**src/rtl/hazard_controller.sv**
```systemverilog
// hazard_controller: decode-side stall/bubble/flush/freeze sequencing with in-flight slot shadowing and stall counter
module hazard_controller #(
  parameter bit FORWARD_EN = 1'b0,
  parameter bit WB_BYPASS = 1'b1,
  parameter int CNT_W = 16
) (
  input  logic             clk,
  input  logic             rst,
  input  logic [4:0]       src1,
  input  logic [4:0]       src2,
  input  logic             src2_used,
  input  logic [4:0]       id_dest,
  input  logic             id_wb_en,
  input  logic             id_mem_r_en,
  input  logic             id_mem_en,
  input  logic             br_taken,
  input  logic             mem_ready,
  output logic             pc_freeze,
  output logic             ifid_freeze,
  output logic             id_bubble,
  output logic             pipe_freeze,
  output logic             if_flush,
  output logic [CNT_W-1:0] stall_cnt,
  output logic [1:0]       state
);
  typedef struct packed {
    logic       v;
    logic [4:0] d;
    logic       wb;
    logic       mr;
    logic       me;
  } slot_t;
  typedef enum logic [1:0] {RUN = 2'b00, DATA_STALL = 2'b01, MEM_WAIT = 2'b10} state_t;
  slot_t exe, mem, wb;
  state_t st;
  logic h_exe, h_mem, h_wb, data_hazard, mem_stall, unused_wb;
  function automatic logic hit(input logic [4:0] s, input slot_t x);
    return x.v && x.wb && s == x.d && s != 5'd0;
  endfunction
  always_comb begin
    h_exe = hit(src1, exe) || (src2_used && hit(src2, exe));
    h_mem = hit(src1, mem) || (src2_used && hit(src2, mem));
    h_wb = hit(src1, wb) || (src2_used && hit(src2, wb));
    data_hazard = FORWARD_EN ? h_exe && exe.mr : h_exe || h_mem || (!WB_BYPASS && h_wb);
    mem_stall = mem.v && mem.me && !mem_ready;
    st = mem_stall ? MEM_WAIT : data_hazard ? DATA_STALL : RUN;
    pc_freeze = st != RUN;
    ifid_freeze = st != RUN;
    id_bubble = st == DATA_STALL;
    pipe_freeze = st == MEM_WAIT;
    if_flush = st == RUN && br_taken;
  end
  assign state = st;
  assign unused_wb = wb.mr ^ wb.me;
  always_ff @(posedge clk or negedge rst) begin
    if (!rst) begin
      exe <= '0;
      mem <= '0;
      wb <= '0;
      stall_cnt <= '0;
    end else begin
      if (st != MEM_WAIT) begin
        exe <= st == RUN ? slot_t'{1'b1, id_dest, id_wb_en && !br_taken, id_mem_r_en, id_mem_en} : '0;
        mem <= exe;
        wb <= mem;
      end
      if (st != RUN && stall_cnt != '1) stall_cnt <= stall_cnt + 1'b1;
    end
  end
endmodule

```
**config.mk**
```make
export PLATFORM = sky130hd
export DESIGN_NAME = hazard_controller
export DESIGN_NICKNAME = d
export VERILOG_FILES = /design/src/rtl/hazard_controller.sv
export SDC_FILE = /design/constraint.sdc
export NUM_CORES = 1
export LEC_CHECK = 0
export CAP_MARGIN = 40
export CORE_UTILIZATION = 43
export DETAILED_ROUTE_END_ITERATION = 10
export PLACE_DENSITY = 0.87
export RECOVER_POWER = 50
export SKIP_CTS_REPAIR_TIMING = 1
export SLEW_MARGIN = 10
export SYNTH_ARGS = -nofsm -noshare
export SYNTH_HDL_FRONTEND = slang
export SYNTH_SLANG_ARGS = --single-unit
```
**constraint.sdc**
```tcl
create_clock -name clk -period 2.1 [get_ports clk]
set_input_delay 0.42 -clock clk [delete_from_list [all_inputs] [get_ports clk]]
set_output_delay 0.42 -clock clk [all_outputs]
set_load 0.05 [all_outputs]
```
Yosys cells after proc, flatten, opt, wreduce, memory -nomap -nowiden
Index checks and enable logic that the tools add are counted.
{"block": "word_totals", "reg_bits": 32, "latch_bits": 0, "ram_bits": 0, "romBits": 0, "output_inout_bits": 23, "word_cells": 47, "n_memories": 0}
{"block": "classes", "addsub": 1, "mul": 0, "n_div": 0, "magnitude_cmp": 0, "n_eq_ne": 8, "shifts": 0, "mux": 3, "n_bitwise": 0, "n_reduce_logical": 26}
{"op": "equality test 5 bit", "n": 4}
{"op": "logical AND 1 bit", "n": 17}
{"op": "adder 16 x 1 -> 16 bit, second input constant", "n": 1}
{"op": "!= test 16 bit, second input constant", "n": 1}
{"op": "nonzero test 5 bit", "n": 2}
{"op": "two-way mux 9 bit", "n": 1}
{"op": "logical OR 1 bit", "n": 3}
{"op": "equality test 2 x 1 -> 1 bit, second input constant", "n": 1}
{"op": "equality test 2 bit, second input constant", "n": 1}
{"op": "logical NOT 1 bit", "n": 2}
{"op": "logical NOT 2 bit", "n": 1}
{"op": "two-way mux 2 bit", "n": 1}
{"op": "!= test 2 bit, second input constant", "n": 1}
{"op": "nonzero test 2 bit", "n": 1}
{"op": "two-way mux 1 bit", "n": 1}

Depth between registers and ports, before layout
Gate-level depths: netlist of run 1.
{"block": "depth", "depth_word": 10, "depth_mapped": 7, "depth_no_buf": 7}

Worst setup path before layout of run 1
Ideal clock, no wire load.
{"block": "synth_timing", "path_kind": "register to output", "start": "register exe[5] in the netlist's numbering", "end": "output port state[0]", "arrival_time_ns": 2.537, "t_required_ns": 1.680, "slack_ns": -0.857, "path_stages_with_launch": 8, "path_cell_list": "dfrtp_1 > xnor2_1 > nand4_1 > o32a_1 > o22ai_4 > buf_6 > nor2b_1 > buf_4"}
{"block": "synth_between", "elab_chain_cells": 8, "word_cells_on_any_way": 11}
{"element": "start, declared", "line": "34", "text": "slot_t exe, mem, wb;"}
{"element": "start signal, assigned", "line": "63", "text": "exe <= st == RUN ? slot_t'{1'b1, id_dest, id_wb_en && !br_taken, id_mem_r_en, id_mem_en} : '0;"}
{"element": "equality test 5 bit", "line": "38", "text": "return x.v && x.wb && s == x.d && s != 5'd0;"}
{"element": "logical AND 1 bit (2 in series)", "line": "38"}
{"element": "logical AND 1 bit", "line": "41", "text": "h_exe = hit(src1, exe) || (src2_used && hit(src2, exe));"}
{"element": "logical OR 1 bit *", "line": "41"}
{"element": "logical OR 1 bit *", "line": "44", "text": "data_hazard = FORWARD_EN ? h_exe && exe.mr : h_exe || h_mem || (!WB_BYPASS && h_wb);"}
{"element": "two-way mux 1 bit *", "line": "46", "text": "st = mem_stall ? MEM_WAIT : data_hazard ? DATA_STALL : RUN;"}
{"element": "two-way mux 2 bit *", "line": "46"}
{"element": "end, declared", "line": "24", "text": "output logic [1:0] state"}
Mark *: on every way between the ends. The rest lies on a longest branch, timed or not.

Worst setup path in the final report of run 1
{"block": "layout_timing", "start": "register exe[5] in the netlist's numbering", "end": "output port pc_freeze"}
{"block": "layout_between", "elab_chain_cells": 9, "word_cells_on_any_way": 12}
{"element": "equality test 5 bit", "line": "38"}
{"element": "logical AND 1 bit (2 in series)", "line": "38"}
{"element": "logical AND 1 bit", "line": "41"}
{"element": "logical OR 1 bit *", "line": "41"}
{"element": "logical OR 1 bit *", "line": "44"}
{"element": "two-way mux 1 bit *", "line": "46"}
{"element": "two-way mux 2 bit *", "line": "46"}
{"element": "nonzero test 2 bit *", "line": "47", "text": "pc_freeze = st != RUN;"}
{"element": "end, declared", "line": "18", "text": "output logic pc_freeze,"}
Marks and branches as above.

==> results of run 1 <==
==> kinds of logic after synthesis <==
family	after synthesis	share of synthesized area
XOR/XNOR	34	0.171
flip-flops	32	0.460
multiplexers	8	0.0517
buffers and inverters	9	0.0330
AND/OR/NAND/NOR	41	0.130
adder cells (fa/ha/maj)	1	0.00718
AO/OA/AOI/OAI	27	0.147
==> sequential cells by signal, summed over array words and instances, names as in the netlist <==
| register | cells |
|---|---|
| exe | 8 |
| mem | 8 |
| stall_cnt | 16 |
==> stage by stage <==
| stage | hold WS, ns | std cells | setup TNS [ns] | utilization |
|---|---|---|---|---|
| final | 0.477 | 275 | -4.91 | 0.759 |
| after global routing | 0.490 | 275 | -6.50 | 0.759 |
| after CTS | 0.472 | 266 | -5.18 | 0.691 |
| after detailed placement | 0.458 | 259 | -12.04 | 0.666 |
| after global placement | 0.456 | 259 | -11.29 | 0.666 |
| after floorplan | 0.124 | 152 | -1.03 | - |
==> critical path: stages (launching register included) <==
cell        delay [ns]
dfrtp_2           0.44
buf_4             0.15
xor2_1            0.18
nor4_2            0.25
a2bb2oi_2         0.12
o22ai_4           0.21
buf_12            0.14
nor2_4            0.04
clkinvlp_4        0.11
buf_12            0.14
==> layer usage <==
metal  up-vias  share of wire  global-route usage
met5         -              0                   0
met4         0          0.018              0.0951
met3         8          0.039              0.0486
met2        43           0.50               0.348
met1       786           0.44               0.279
li1        694              -                   -
==> worst min path at each step <==
stage / from / end / slack (ns) / cells after the start
after CTS: exe[0]$_DFFE_PN0N_ / mem[0]$_DFFE_PN0N_ / 0.47 / 1
after detailed placement: exe[0]$_DFFE_PN0N_ / mem[0]$_DFFE_PN0N_ / 0.46 / 1
after floorplan: rst / exe[0]$_DFFE_PN0N_ / 0.12 / 0
after global placement: exe[0]$_DFFE_PN0N_ / mem[0]$_DFFE_PN0N_ / 0.46 / 1
final: exe[0]$_DFFE_PN0N_ / mem[0]$_DFFE_PN0N_ / 0.48 / 1
after global routing: exe[0]$_DFFE_PN0N_ / mem[0]$_DFFE_PN0N_ / 0.49 / 1
==> placed cells by master, fill, tap and decap left out, types with 5 or more instances in the layout <==
| master | netlist | layout |
|---|---|---|
| dfrtp_1 | 32 | 26 |
| a22o_1 | 6 | 6 |
| o21ai_2 | 9 | 5 |
| dlymetal6s2s_1 | 0 | 10 |
| xor2_1 | 6 | 6 |
| clkdlybuf4s50_1 | 0 | 25 |
| dfrtp_2 | 0 | 6 |
| xnor2_2 | 0 | 6 |
| clkbuf_8 | 0 | 7 |
| nand3_1 | 6 | 6 |
| buf_6 | 1 | 7 |
| buf_12 | 0 | 8 |
| mux2_2 | 8 | 6 |
| buf_4 | 4 | 17 |
| xnor2_1 | 28 | 22 |
| nor2_1 | 9 | 8 |
==> layout make-up <==
class / count / area, sq um / share of cell area
repair buffers: 75 / 841 / 0.294
flip-flops and latches: 32 / 808 / 0.282
multi-input cells: 111 / 1040 / 0.365
well taps: 48 / 60.1 / 0.0210
clock buffers: 7 / 96.3 / 0.0337
inverters: 2 / 11.3 / 0.00394
==> power groups by stage <==
stage,clock [mW],combinational [mW],sequential (mW)
after global routing,0.555,1.68,1.07
after CTS,0.522,1.41,1.03
after detailed placement,0,1.40,1.04
after floorplan,0,0.731,1.16
final,0.518,1.59,1.05
after global placement,0,1.37,1.02
==> flow_metrics.env, run 1 <==
export IMPL_die_w_um=65.6
export IMPL_cp_end_kind="output pin"
export IMPL_synthCells=152
export IMPL_via_per_inst=5.57
export IMPL_place_area_sq_mm=0.00251
export IMPL_numCtsBuffers=5
export IMPL_initial_core_util=0.462
export IMPL_synth_edf_count=0
export IMPL_ys_seq_elements=32
export IMPL_grt_pass1_vias=1463
export IMPL_synth_warning_count=0
export IMPL_internal_power_mw=1.88
export IMPL_syn_area_per_cell_sq_um=11.5
export IMPL_track_usage=0.217
export IMPL_tritoncts="built"
export IMPL_gr_total_overflow=0
export IMPL_synth_nets=176
export IMPL_cp_arrival_ns=2.06
export IMPL_drv_cap=0
export IMPL_synth_top_cell_area_share=0.460
export IMPL_setup_ws_ns=-0.379
export IMPL_pre_cts_ws_ns=-0.574
export IMPL_p_switching_mw=1.28
export IMPL_failed_checks="setup timing"
export IMPL_avgRoutedWirePerCell_um=18.0
export IMPL_cts_sinks=32
export IMPL_ff2ff_setup_slack_ns=-0.29
export IMPL_critPathMaxFanout=3
export IMPL_slew_headroom=0.480
export IMPL_drt_iter0_drc=64
export IMPL_swShare=0.405
export IMPL_routabilityCongestion=0.807
export IMPL_cp_endpoint="pc_freeze"
export IMPL_p_total_mw=3.16
export IMPL_fin_skew_ns=0.00671
export IMPL_clockRootBuffer="clkbuf_8"
export IMPL_p_leak_nw=1.22
export IMPL_antenna_left=0
export IMPL_fmax_ghz=0.403
export IMPL_setup_viol=20
export IMPL_worst_pin_slew_ns=0.780
export IMPL_clockBufferDepth=2
export IMPL_clk_pin_slew_ns=0.06
export IMPL_n_fill_cell=222
export IMPL_syn2layout_area_growth_pct=64.3
export IMPL_crit_type="flip-flop to output pin"
export IMPL_ys_top_cells_by_count="32 x dfrtp_1, 28 x xnor2_1, 9 x nor2_1, 9 x o21ai_2, 8 x mux2_2"
export IMPL_finalMaxSlewViolations=0
export IMPL_fin_crit_sh=1.18
export IMPL_first_pass_iters=4
export IMPL_grt_antenna_before_repair=0
export IMPL_chipHeight_um=65.6
export IMPL_num_rows=22
export IMPL_clk_latency_ns=0.29
export IMPL_worstSetupStartpoint="exe[5]$_DFFE_PN0N_"
export IMPL_cts_max_level=2
export IMPL_rsz0062_at_grt="yes"
export IMPL_fin_area_sq_mm=0.00286
export IMPL_hold_viol_final=0
export IMPL_ir_drop_mv=0.987
export IMPL_synth_area_leaders="dfrtp_1 46%, xnor2_1 14%, mux2_2 5.2%"
export IMPL_grt_pass1_wl_um=6880
export IMPL_drive_above_1_share=0.401
export IMPL_start_kind="flip-flop"
export IMPL_routed_wl_um=4960
export IMPL_nets=251
export IMPL_boundaryPins=46
export IMPL_antenna_cells=0
export IMPL_worst_r2r_endpoint="stall_cnt[1]$_DFFE_PN0P_"
export IMPL_route_detailed_drc=0
export IMPL_vias=1531
export IMPL_yosysUniqueCellTypes=35
export IMPL_seqPwrFrac=0.334
export IMPL_die_area_sq_mm=0.00431
export IMPL_min_period_ns=2.48
export IMPL_r2r_start="exe[5]$_DFFE_PN0N_"
export IMPL_worstPathRequired_ns=1.68
export IMPL_status="complete, but fails checks"
export IMPL_powerDensity_mw_per_mm2=1100
export IMPL_port_buffers=44
export IMPL_hold_path_class="flip-flop to flip-flop"
export IMPL_yosysSeqAreaShare=0.460
export IMPL_synthFlopType="dfrtp_1"
export IMPL_synth_most_common_cell="dfrtp_1"
export IMPL_ys_async_sr_fraction=1.00
export IMPL_power_share_clock=0.164
export IMPL_synth_area_sq_mm=0.00174
export IMPL_r2r_cells=12
export IMPL_comb_power_share=0.502
export IMPL_grt_start_max_net_pins=33
export IMPL_core_area_sq_mm=0.00377
export IMPL_netlist_top_cell_by_area="dfrtp_1"
export IMPL_dpl_hpwl_um=3030
No activity file was read; power rests on OpenSTA's default activity.
==> run 2, diff against run 1 <==
HOLD_SLACK_MARGIN = 0.15   (was not set)
==> results of run 2 <==
No change in the layout: final DEF, timing and power equal those of run 1.
==> run 3, diff against run 2 <==
CORE_UTILIZATION = 50   (was 43)
DONT_BUFFER_PORTS = 1   (was not set)
PLACE_DENSITY = 0.8   (was 0.87)
==> run 3 against run 2 <==
Net effect: the flow still finishes with violations (setup timing); hold slack got worse by 0.25 ns; die area decreased by 14%; routed wire length is 19% lower; flip-flop and latch count is the same; combinational power fell by 18%; clock skew increased by 0.0017 ns; setup slack lost 0.0018 ns; clock power fell by 25%; critical path depth down 3; non-clock buffer count is 40 lower; global-route usage increased by 1.4 points; critical path type unchanged; critical endpoint is now id_bubble.
==> flow_metrics.env, run 3 (synthesized netlist as in run 1, its figures left out) <==
export IMPL_n_fill_cell=276
export IMPL_die_area_sq_mm=0.00372
export IMPL_port_buffers=0
export IMPL_worstPathRequired_ns=1.68
export IMPL_gr_total_overflow=0
export IMPL_p_leak_nw=0.900
export IMPL_critPathMaxFanout=4
export IMPL_antenna_left=0
export IMPL_dpl_hpwl_um=3000
export IMPL_status="complete, but fails checks"
export IMPL_grt_util_met3=0.0567
export IMPL_hold_viol_final=0
export IMPL_grt_start_max_net_pins=33
export IMPL_avgRoutedWirePerCell_um=17.1
export IMPL_fin_crit_sh=1.18
export IMPL_crit_slowest_cell="dfrtp_1"
export IMPL_cp_end_kind="output pin"
export IMPL_rsz0062_at_grt="yes"
export IMPL_clockRootBuffer="clkbuf_4"
export IMPL_grtUsageMet2=0.425
export IMPL_p_total_mw=2.66
export IMPL_slew_headroom=0.476
export IMPL_grt_met1_usage=0.257
export IMPL_start_kind="flip-flop"
export IMPL_clockBufferDepth=2
export IMPL_fin_skew_ns=0.00842
export IMPL_die_w_um=61.0
export IMPL_core_area_sq_mm=0.00334
export IMPL_top_usage_layer="met2"
export IMPL_failed_checks="setup timing"
export IMPL_nets=211
export IMPL_worst_pin_slew_ns=0.785
export IMPL_vias=1330
export IMPL_setup_ws_ns=-0.381
export IMPL_cpLargestDelayFamily="compound AO/OA/AOI/OAI gates"
export IMPL_first_pass_iters=4
export IMPL_drive_above_1_share=0.406
export IMPL_fmax_ghz=0.403
export IMPL_routabilityCongestion=0.750
export IMPL_drv_cap=0
export IMPL_min_period_ns=2.48
export IMPL_largest_register="stall_cnt"
export IMPL_clk_pin_slew_ns=0.09
export IMPL_ir_drop_mv=0.873
export IMPL_num_rows=21
export IMPL_numCtsBuffers=5
export IMPL_cp_arrival_ns=2.06
export IMPL_cts_sinks=32
export IMPL_clk_latency_ns=0.32
export IMPL_cts_max_level=2
export IMPL_worst_hold_slack_ns=0.224
export IMPL_grt_antenna_before_repair=0
export IMPL_routed_wl_um=3990
export IMPL_crit_type="flip-flop to output pin"
export IMPL_antenna_cells=0
export IMPL_finalMaxSlewViolations=0
export IMPL_largest_reg_flops=16
export IMPL_crit_buf_inv=2
export IMPL_grt_pass1_vias=1427
export IMPL_hold_path_class="input port to flip-flop"
export IMPL_path_cells="buf_4 > xor2_1 > o32a_1 > o22ai_4 > nor2b_4 > buf_12"
export IMPL_grt_pass1_wl_um=6140
export IMPL_chipHeight_um=61.0
export IMPL_post_route_util=0.660
export IMPL_boundaryPins=46
export IMPL_slowest_delay_ns=0.42
export IMPL_track_usage=0.231
export IMPL_via_per_inst=5.71
export IMPL_mostFrequentLayoutCells="30 x dfrtp_1, 28 x buf_4, 25 x xnor2_1"
export IMPL_initial_core_util=0.522
export IMPL_setup_viol=10
export IMPL_route_detailed_drc=0
export IMPL_tritoncts="built"
export IMPL_final_common_cell="dfrtp_1"
export IMPL_drt_iter0_drc=38
export IMPL_powerDensity_mw_per_mm2=1210
export IMPL_reg_top3="stall_cnt (16), exe (8), mem (8)"
export IMPL_syn2layout_area_growth_pct=26.5
-- run 3: cell type report --
| cell class | count | area (sq um) | area share |
|---|---|---|---|
| timing repair buffer | 35 | 293 | 0.133 |
| sequential | 32 | 803 | 0.365 |
| inverter | 2 | 11.3 | 0.00511 |
| clock buffer | 7 | 65.1 | 0.0295 |
| multi-input combinational | 111 | 973 | 0.442 |
| tap | 46 | 57.6 | 0.0261 |
-- run 3: per-stage QoR --
step,instance area (sq um),std cells,worst slack (ns),TNS (ns)
finish,2200,233,-0.381,-2.04
global placement,2110,223,-0.00490,-0.00606
floorplan,1830,152,-0.337,-1.03
global route,2200,233,-0.446,-3.24
CTS,2180,230,-0.375,-1.85
detailed placement,2110,223,-0.0673,-0.390
-- run 3: worst paths after layout --
path	startpoint	to	slack, ns	cells past startpoint
min in group asynchronous	rst	stall_cnt[12]$_DFFE_PN0P_	0.78	2
hold reg to reg	exe[0]$_DFFE_PN0N_	mem[0]$_DFFE_PN0N_	0.48	1
hold / removal	id_dest[3]	exe[6]$_DFFE_PN0N_	0.22	1
setup reg to reg	exe[3]$_DFFE_PN0N_	stall_cnt[8]$_DFFE_PN0P_	-0.15	8
max in group asynchronous	rst	stall_cnt[0]$_DFFE_PN0P_	0.79	2
setup / recovery	exe[3]$_DFFE_PN0N_	id_bubble	-0.38	6
-- run 3: where the power goes --
part / total [mW] / internal, mW / switching (mW)
Combinational: 1.31 / 0.566 / 0.744
Clock: 0.386 / 0.190 / 0.196
Sequential: 0.960 / 0.795 / 0.164
Total: 2.66 / 1.55 / 1.10
-- run 3: worst register-to-register path, stage by stage (launching register included) --
cell and delay [ns]:
dfrtp_1 0.42, buf_4 0.15, xor2_1 0.16, o32a_1 0.36, o22ai_4 0.25, buf_4 0.26, buf_4 0.20, o2111ai_1 0.15
xnor2_1 0.18
-- run 3: routing by layer --
metal | up-vias | wire, um
li1 | 616 | -
met2 | 33 | 2120
met3 | 7 | 178
met5 | - | 0
met4 | 0 | 76
met1 | 674 | 1620
